## config.mk

```make
export PLATFORM = sky130hd
export DESIGN_NAME = mb_bps_gen
export DESIGN_NICKNAME = d
export VERILOG_FILES = /design/src/rtl/mb_bps_gen_pkg.sv /design/src/rtl/mb_tick_div.sv /design/src/rtl/mb_bps_gen.sv
export SDC_FILE = /design/constraint.sdc
export NUM_CORES = 1
export LEC_CHECK = 0
export BUFFER_PORTS_ARGS = -buffer_cell sky130_fd_sc_hd__buf_2
export CORE_MARGIN = 4
export CORE_UTILIZATION = 61
export CTS_CLUSTER_SIZE = 10
export DETAILED_ROUTE_END_ITERATION = 7
export GPL_TIMING_DRIVEN = 0
export HOLD_SLACK_MARGIN = 0.06
export PLACE_DENSITY = 0.8
export SYNTH_ARGS = -nofsm -noshare
export SYNTH_HDL_FRONTEND = slang
export SYNTH_SLANG_ARGS = --single-unit
```

## constraint.sdc

```tcl
create_clock -name clk -period 3.3 [get_ports clk]
set_input_delay 0.165 -clock clk [delete_from_list [all_inputs] [get_ports clk]]
set_output_delay 0.165 -clock clk [all_outputs]
set_load 0.02 [all_outputs]
```

## src/rtl/mb_bps_gen_pkg.sv

```systemverilog
// mb_pkg: shared defaults and reset-divisor helper for the Modbus bit-timing generator.
package mb_pkg;
   localparam int unsigned DIV_W_DEF      = 16;
   localparam int unsigned OVS_DEF        = 16;
   localparam int unsigned FRAME_BITS_DEF = 10;

   function automatic int unsigned bps_div(input int unsigned clk_frq, input int unsigned bps);
      return clk_frq / bps;
   endfunction
endpackage

```

## src/rtl/mb_tick_div.sv

```systemverilog
// mb_tick_div: 0..lim counter with synchronous clear, enable and a registered terminal-count tick.
module mb_tick_div #(
   parameter int unsigned W = 16
) (
   input  logic         clk,
   input  logic         rst,
   input  logic         clr,
   input  logic         en,
   input  logic [W-1:0] lim,
   output logic [W-1:0] cnt,
   output logic         tick
);
   // tick ignores clr so a terminal count coinciding with a clear still emits its pulse
   always_ff @(posedge clk) begin
      if (rst) begin
         cnt  <= '0;
         tick <= 1'b0;
      end else begin
         tick <= en && cnt == lim;
         cnt  <= clr ? '0 : !en ? cnt : cnt == lim ? '0 : cnt + W'(1);
      end
   end
endmodule

```

## src/rtl/mb_bps_gen.sv

```systemverilog
// mb_bps_gen: programmable baud/bit-timing generator with oversample, mid-bit and end-of-bit ticks
// plus a frame-position counter for the Modbus UART serialisers.
module mb_bps_gen
   import mb_pkg::*;
#(
   parameter int unsigned CLK_FRQ    = 50_000_000,
   parameter int unsigned BPS_DEF    = 115200,
   parameter int unsigned DIV_W      = DIV_W_DEF,
   parameter int unsigned OVS        = OVS_DEF,
   parameter int unsigned FRAME_BITS = FRAME_BITS_DEF
) (
   input  logic             clk,
   input  logic             rst,
   input  logic             bps_start,
   input  logic             cfg_we,
   input  logic [DIV_W-1:0] cfg_div,
   output logic             busy,
   output logic             ovs_tick,
   output logic             mid_tick,
   output logic             bit_tick,
   output logic [3:0]       bit_idx,
   output logic             frame_done,
   output logic             cfg_err
);
   localparam logic [DIV_W-1:0] DIV_RST = DIV_W'(bps_div(CLK_FRQ, BPS_DEF));
   localparam logic [DIV_W-1:0] DIV_MIN = DIV_W'(2 * OVS);
   localparam int unsigned      OVS_SH  = $clog2(OVS);
   localparam logic [5:0]       OVS_N   = 6'(OVS);
   localparam logic [3:0]       LAST    = 4'(FRAME_BITS - 1);

   logic [DIV_W-1:0] div, act_div, ovs_div, bps_lim, ovs_lim, bps_cnt, ovs_cnt;
   logic [5:0]       ovs_num;
   logic             run, wrap, ovs_en, ovs_hit;

   // act_div freezes the divisor for a whole run; config writes only apply at the next start
   assign run     = busy & bps_start;
   assign ovs_div = act_div >> OVS_SH;
   assign bps_lim = act_div - DIV_W'(1);
   assign ovs_lim = ovs_div - DIV_W'(1);
   assign wrap    = run && bps_cnt == bps_lim;
   assign ovs_en  = run && ovs_num != OVS_N;
   assign ovs_hit = ovs_en && ovs_cnt == ovs_lim;

   mb_tick_div #(.W(DIV_W)) u_bit (
      .clk (clk),
      .rst (rst),
      .clr (!run),
      .en  (run),
      .lim (bps_lim),
      .cnt (bps_cnt),
      .tick(bit_tick)
   );

   mb_tick_div #(.W(DIV_W)) u_ovs (
      .clk (clk),
      .rst (rst),
      .clr (!run || wrap),
      .en  (ovs_en),
      .lim (ovs_lim),
      .cnt (ovs_cnt),
      .tick(ovs_tick)
   );

   always_ff @(posedge clk) begin
      if (rst) begin
         div        <= DIV_RST;
         act_div    <= DIV_RST;
         busy       <= 1'b0;
         mid_tick   <= 1'b0;
         bit_idx    <= 4'd0;
         frame_done <= 1'b0;
         cfg_err    <= 1'b0;
         ovs_num    <= 6'd0;
      end else begin
         busy <= bps_start;
         if (cfg_we && !busy && cfg_div >= DIV_MIN) div <= cfg_div;
         cfg_err <= cfg_we && (busy || cfg_div < DIV_MIN);
         if (!busy) act_div <= div;
         mid_tick   <= run && bps_cnt == (act_div >> 1);
         frame_done <= wrap && bit_idx == LAST;
         bit_idx    <= !run ? 4'd0 : wrap ? (bit_idx == LAST ? 4'd0 : bit_idx + 4'd1) : bit_idx;
         ovs_num    <= (!run || wrap) ? 6'd0 : ovs_hit ? ovs_num + 6'd1 : ovs_num;
      end
   end
endmodule

```

==> results.cfg <==
[flow_run]
maxCapViolCount = 0

[synth]
avgSynthCellArea_um2 = 9.001
yosysWarnings = 0
syn_inst = 501
ys_seq_area_share_pct = 35.52
synth_edf_count = 0
postSynth.asyncResetShare_pct = 0
syn_nets = 527
synth_ff_type = dfxtp_1
synth_seq_cells = 80
yosysUniqueCellTypes = 63
synth_area_um2 = 4509

[clocking]
clkSinkCount = 80
numCtsBuffers = 9
cts_tree = yes
clk_pin_slew_ns = 0.08
worstSkewPairLatency_ns = 0.36
cts_max_level = 3
cts_root_buf = clkbuf_8
clock_path_buffers = 2

[grt]
grt_pass1_wl_um = 16780
grt_pass1_vias = 3607
grt_use_total_pct = 23.87
gr-total-overflow = 0
grt_antenna_before_repair = 0
grt_max_degree = 15

[setup_path]
crit_type = register to register
cpMaxStageDelayCell = or3_1
cp.required_ns = 3.55
cp.depth = 13
rrSetupSlack_ns = 0.26
startpoint = act_div[4]
cp.arrival_ns = 3.29
ff2ff_path_depth = 13
cp-end-kind = register
r2r-end = u_ovs.cnt[10]
cp_max_fo = 10
endpoint = u_ovs.cnt[10]
crit_chain = buf_2 -> inv_1 -> ha_1 -> clkbuf_1 -> nor2b_1 -> or3_1 -> a31oi_2 -> o211ai_2 -> nor3b_4 -> or3_1 -> buf_6 -> buf_12 -> nor2_4
critPathBufInv = 5
slowest_delay_ns = 0.35
start_kind = register
cp_top_family = simple AND/OR/NAND/NOR gates
r2r-start = act_div[4]
cp_common_cell = or3_1

[layout]
final_cell_mix = 80 x dfxtp_1, 69 x nor2_1, 43 x xor2_1, 39 x xnor2_1, 34 x buf_2
multiInputGateArea_um2 = 2681
fin_area_um2 = 5101
num_antenna_cells = 0
final_common_cell = dfxtp_1
finalCoreUtilization_pct = 70.71
nFillCells = 601
drive_above_1_share_pct = 16.37
final-seq-area_um2 = 1602
fin_nets = 577
area_delta_synth_final_pct = 13.12

[route]
drt-vias-per-instance = 5.605
drtIter0Drc = 171
wirelength_um = 9765
drc_errors = 0
detail-route-antenna-nets = 0
wl_per_cell_um = 14.91
wl_met3_um = 350
dr.pass1.iters = 4
wl_met2_um = 4803
vias = 3671
met1Wirelength_um = 4420
top_layer = met4

[floorplan]
initial_core_util_pct = 62.50
dieHeight_um = 93.98
io_pins = 30
die_area_um2 = 8832
core_area_um2 = 7214
die_width_um = 93.98
row_count = 31

[sta]
holdWs_ns = 0.06607
worst_pin_slew_ns = 0.7366
clock_skew_ns = 0.01180
maxSlewHeadroom_pct = 50.66
setup_viol = 0
period_needed_ns = 3.041
hold_viol_final = 0
period_share_pct = 92.16
report.final.slew_viol_count = 0
fin_setup_tns_ns = 0
rsz0062_at_grt = false
fmax_mhz = 328.8

[power_and_ir_drop]
total_power_mw = 1.962
p_per_area_nw_per_um2 = 384.6
ir_drop_v = 0.0002866
leakagePower_nw = 1.942

[placement]
port_buffers = 29
dp_hpwl_um = 7229
place.gp.congestion = 0.8941
dpl_cell_area_um2 = 4778

[worst_hold_path]
worstHoldStart = cfg_div[12]
min_path_type = input port to register

[run_status]
outcome = finished clean
==> flip-flops by register name, summed over array words and instances, names as in the netlist <==
register	flops
act_div	16
div	16
u_bit.cnt	16
u_ovs.cnt	16
ovs_num	6
bit_idx	4
busy	1
cfg_err	1
frame_done	1
mid_tick	1
u_bit.tick	1
u_ovs.tick	1
==> power by group <==
| part | internal, mW | switching [mW] | total, mW | leakage (nW) |
|---|---|---|---|---|
| logic | 0.0954 | 0.122 | 0.217 | 1.19 |
| clock network | 0.372 | 0.367 | 0.740 | 0.0989 |
| registers | 0.988 | 0.0173 | 1.01 | 0.650 |
==> Yosys cell counts, drive strengths merged, types with 3 or more instances <==
| cell | number | share of area (%) |
|---|---|---|
| and4 | 4 | 0.83 |
| nand4 | 12 | 1.7 |
| clkbuf | 24 | 2.0 |
| nand3 | 21 | 2.3 |
| nor2 | 79 | 8.1 |
| nor3 | 10 | 1.2 |
| a21oi | 7 | 0.86 |
| xnor2 | 39 | 7.6 |
| dfxtp | 80 | 36 |
| and3 | 10 | 1.4 |
| nor3b | 6 | 1.4 |
| a31oi | 6 | 0.83 |
| and2 | 5 | 0.69 |
| xor2 | 43 | 8.4 |
| nor2b | 15 | 2.1 |
| nor4 | 16 | 3.4 |
| a21bo | 3 | 0.67 |
| nand2 | 19 | 1.6 |
| ha | 6 | 1.7 |
| a211o | 10 | 1.9 |
| buf | 13 | 2.2 |
| inv | 12 | 1.0 |
| mux2i | 25 | 5.5 |
==> stage by stage <==
step / setup WS (ns) / cells
after floorplan: 0.5475 / 501
after global placement: 0.1885 / 629
after detailed placement: 0.05756 / 629
after CTS: 0.007258 / 655
after global routing: 0.04413 / 655
final: 0.2588 / 655
==> what timing repair did <==
item                                    4_1_cts  5_1_grt
buffers inserted                              0        1
endpoints found under the setup margin        0       35
endpoints found under the hold margin        10        0
resized for setup                             0        6
hold buffers                                 10        0
==> layer usage <==
metal | up-vias | GRT usage [%]
met5 | - | 0
met4 | 0 | 8.905
met3 | 17 | 3.766
met2 | 79 | 40.33
met1 | 1759 | 30.53
li1 | 1816 | -
==> how the worst min path moves through the flow <==
| stage | endpoint | slack, ns | cells after the start |
|---|---|---|---|
| after floorplan | div[1] | 0.28 | 1 |
| after global placement | div[4] | 0.37 | 2 |
| after detailed placement | div[4] | 0.38 | 2 |
| after CTS | div[12] | 0.06 | 3 |
| after global routing | cfg_err | 0.07 | 2 |
| final | div[12] | 0.07 | 3 |
==> kinds of logic after synthesis <==
logic type / Yosys count / share of synthesized area, %
xor gates and xnor gates: 82 / 15.93
and+or+nand+nor: 209 / 26.66
buffers and inverters: 49 / 5.272
adders and majority gates: 6 / 1.665
DFF: 80 / 35.52
AOI/OAI and AO/OA: 50 / 9.407
muxes: 25 / 5.549
==> layout make-up <==
| class | count | area share [%] |
|---|---|---|
| Timing Repair Buffer | 40 | 4.955 |
| Sequential cell | 80 | 31.40 |
| Multi-Input combinational cell | 372 | 52.56 |
| Clock buffer | 10 | 2.698 |
| Tap cell | 99 | 2.428 |
| Clock inverter | 6 | 1.325 |
| Buffer | 36 | 3.753 |
| Inverter | 12 | 0.8830 |
==> tightest hold or removal path, cell delays in order <==
cell and delay [ns]:
buf_2 0.09, mux2i_1 0.06, nor2_1 0.08
No activity file was read; power rests on OpenSTA's default activity.
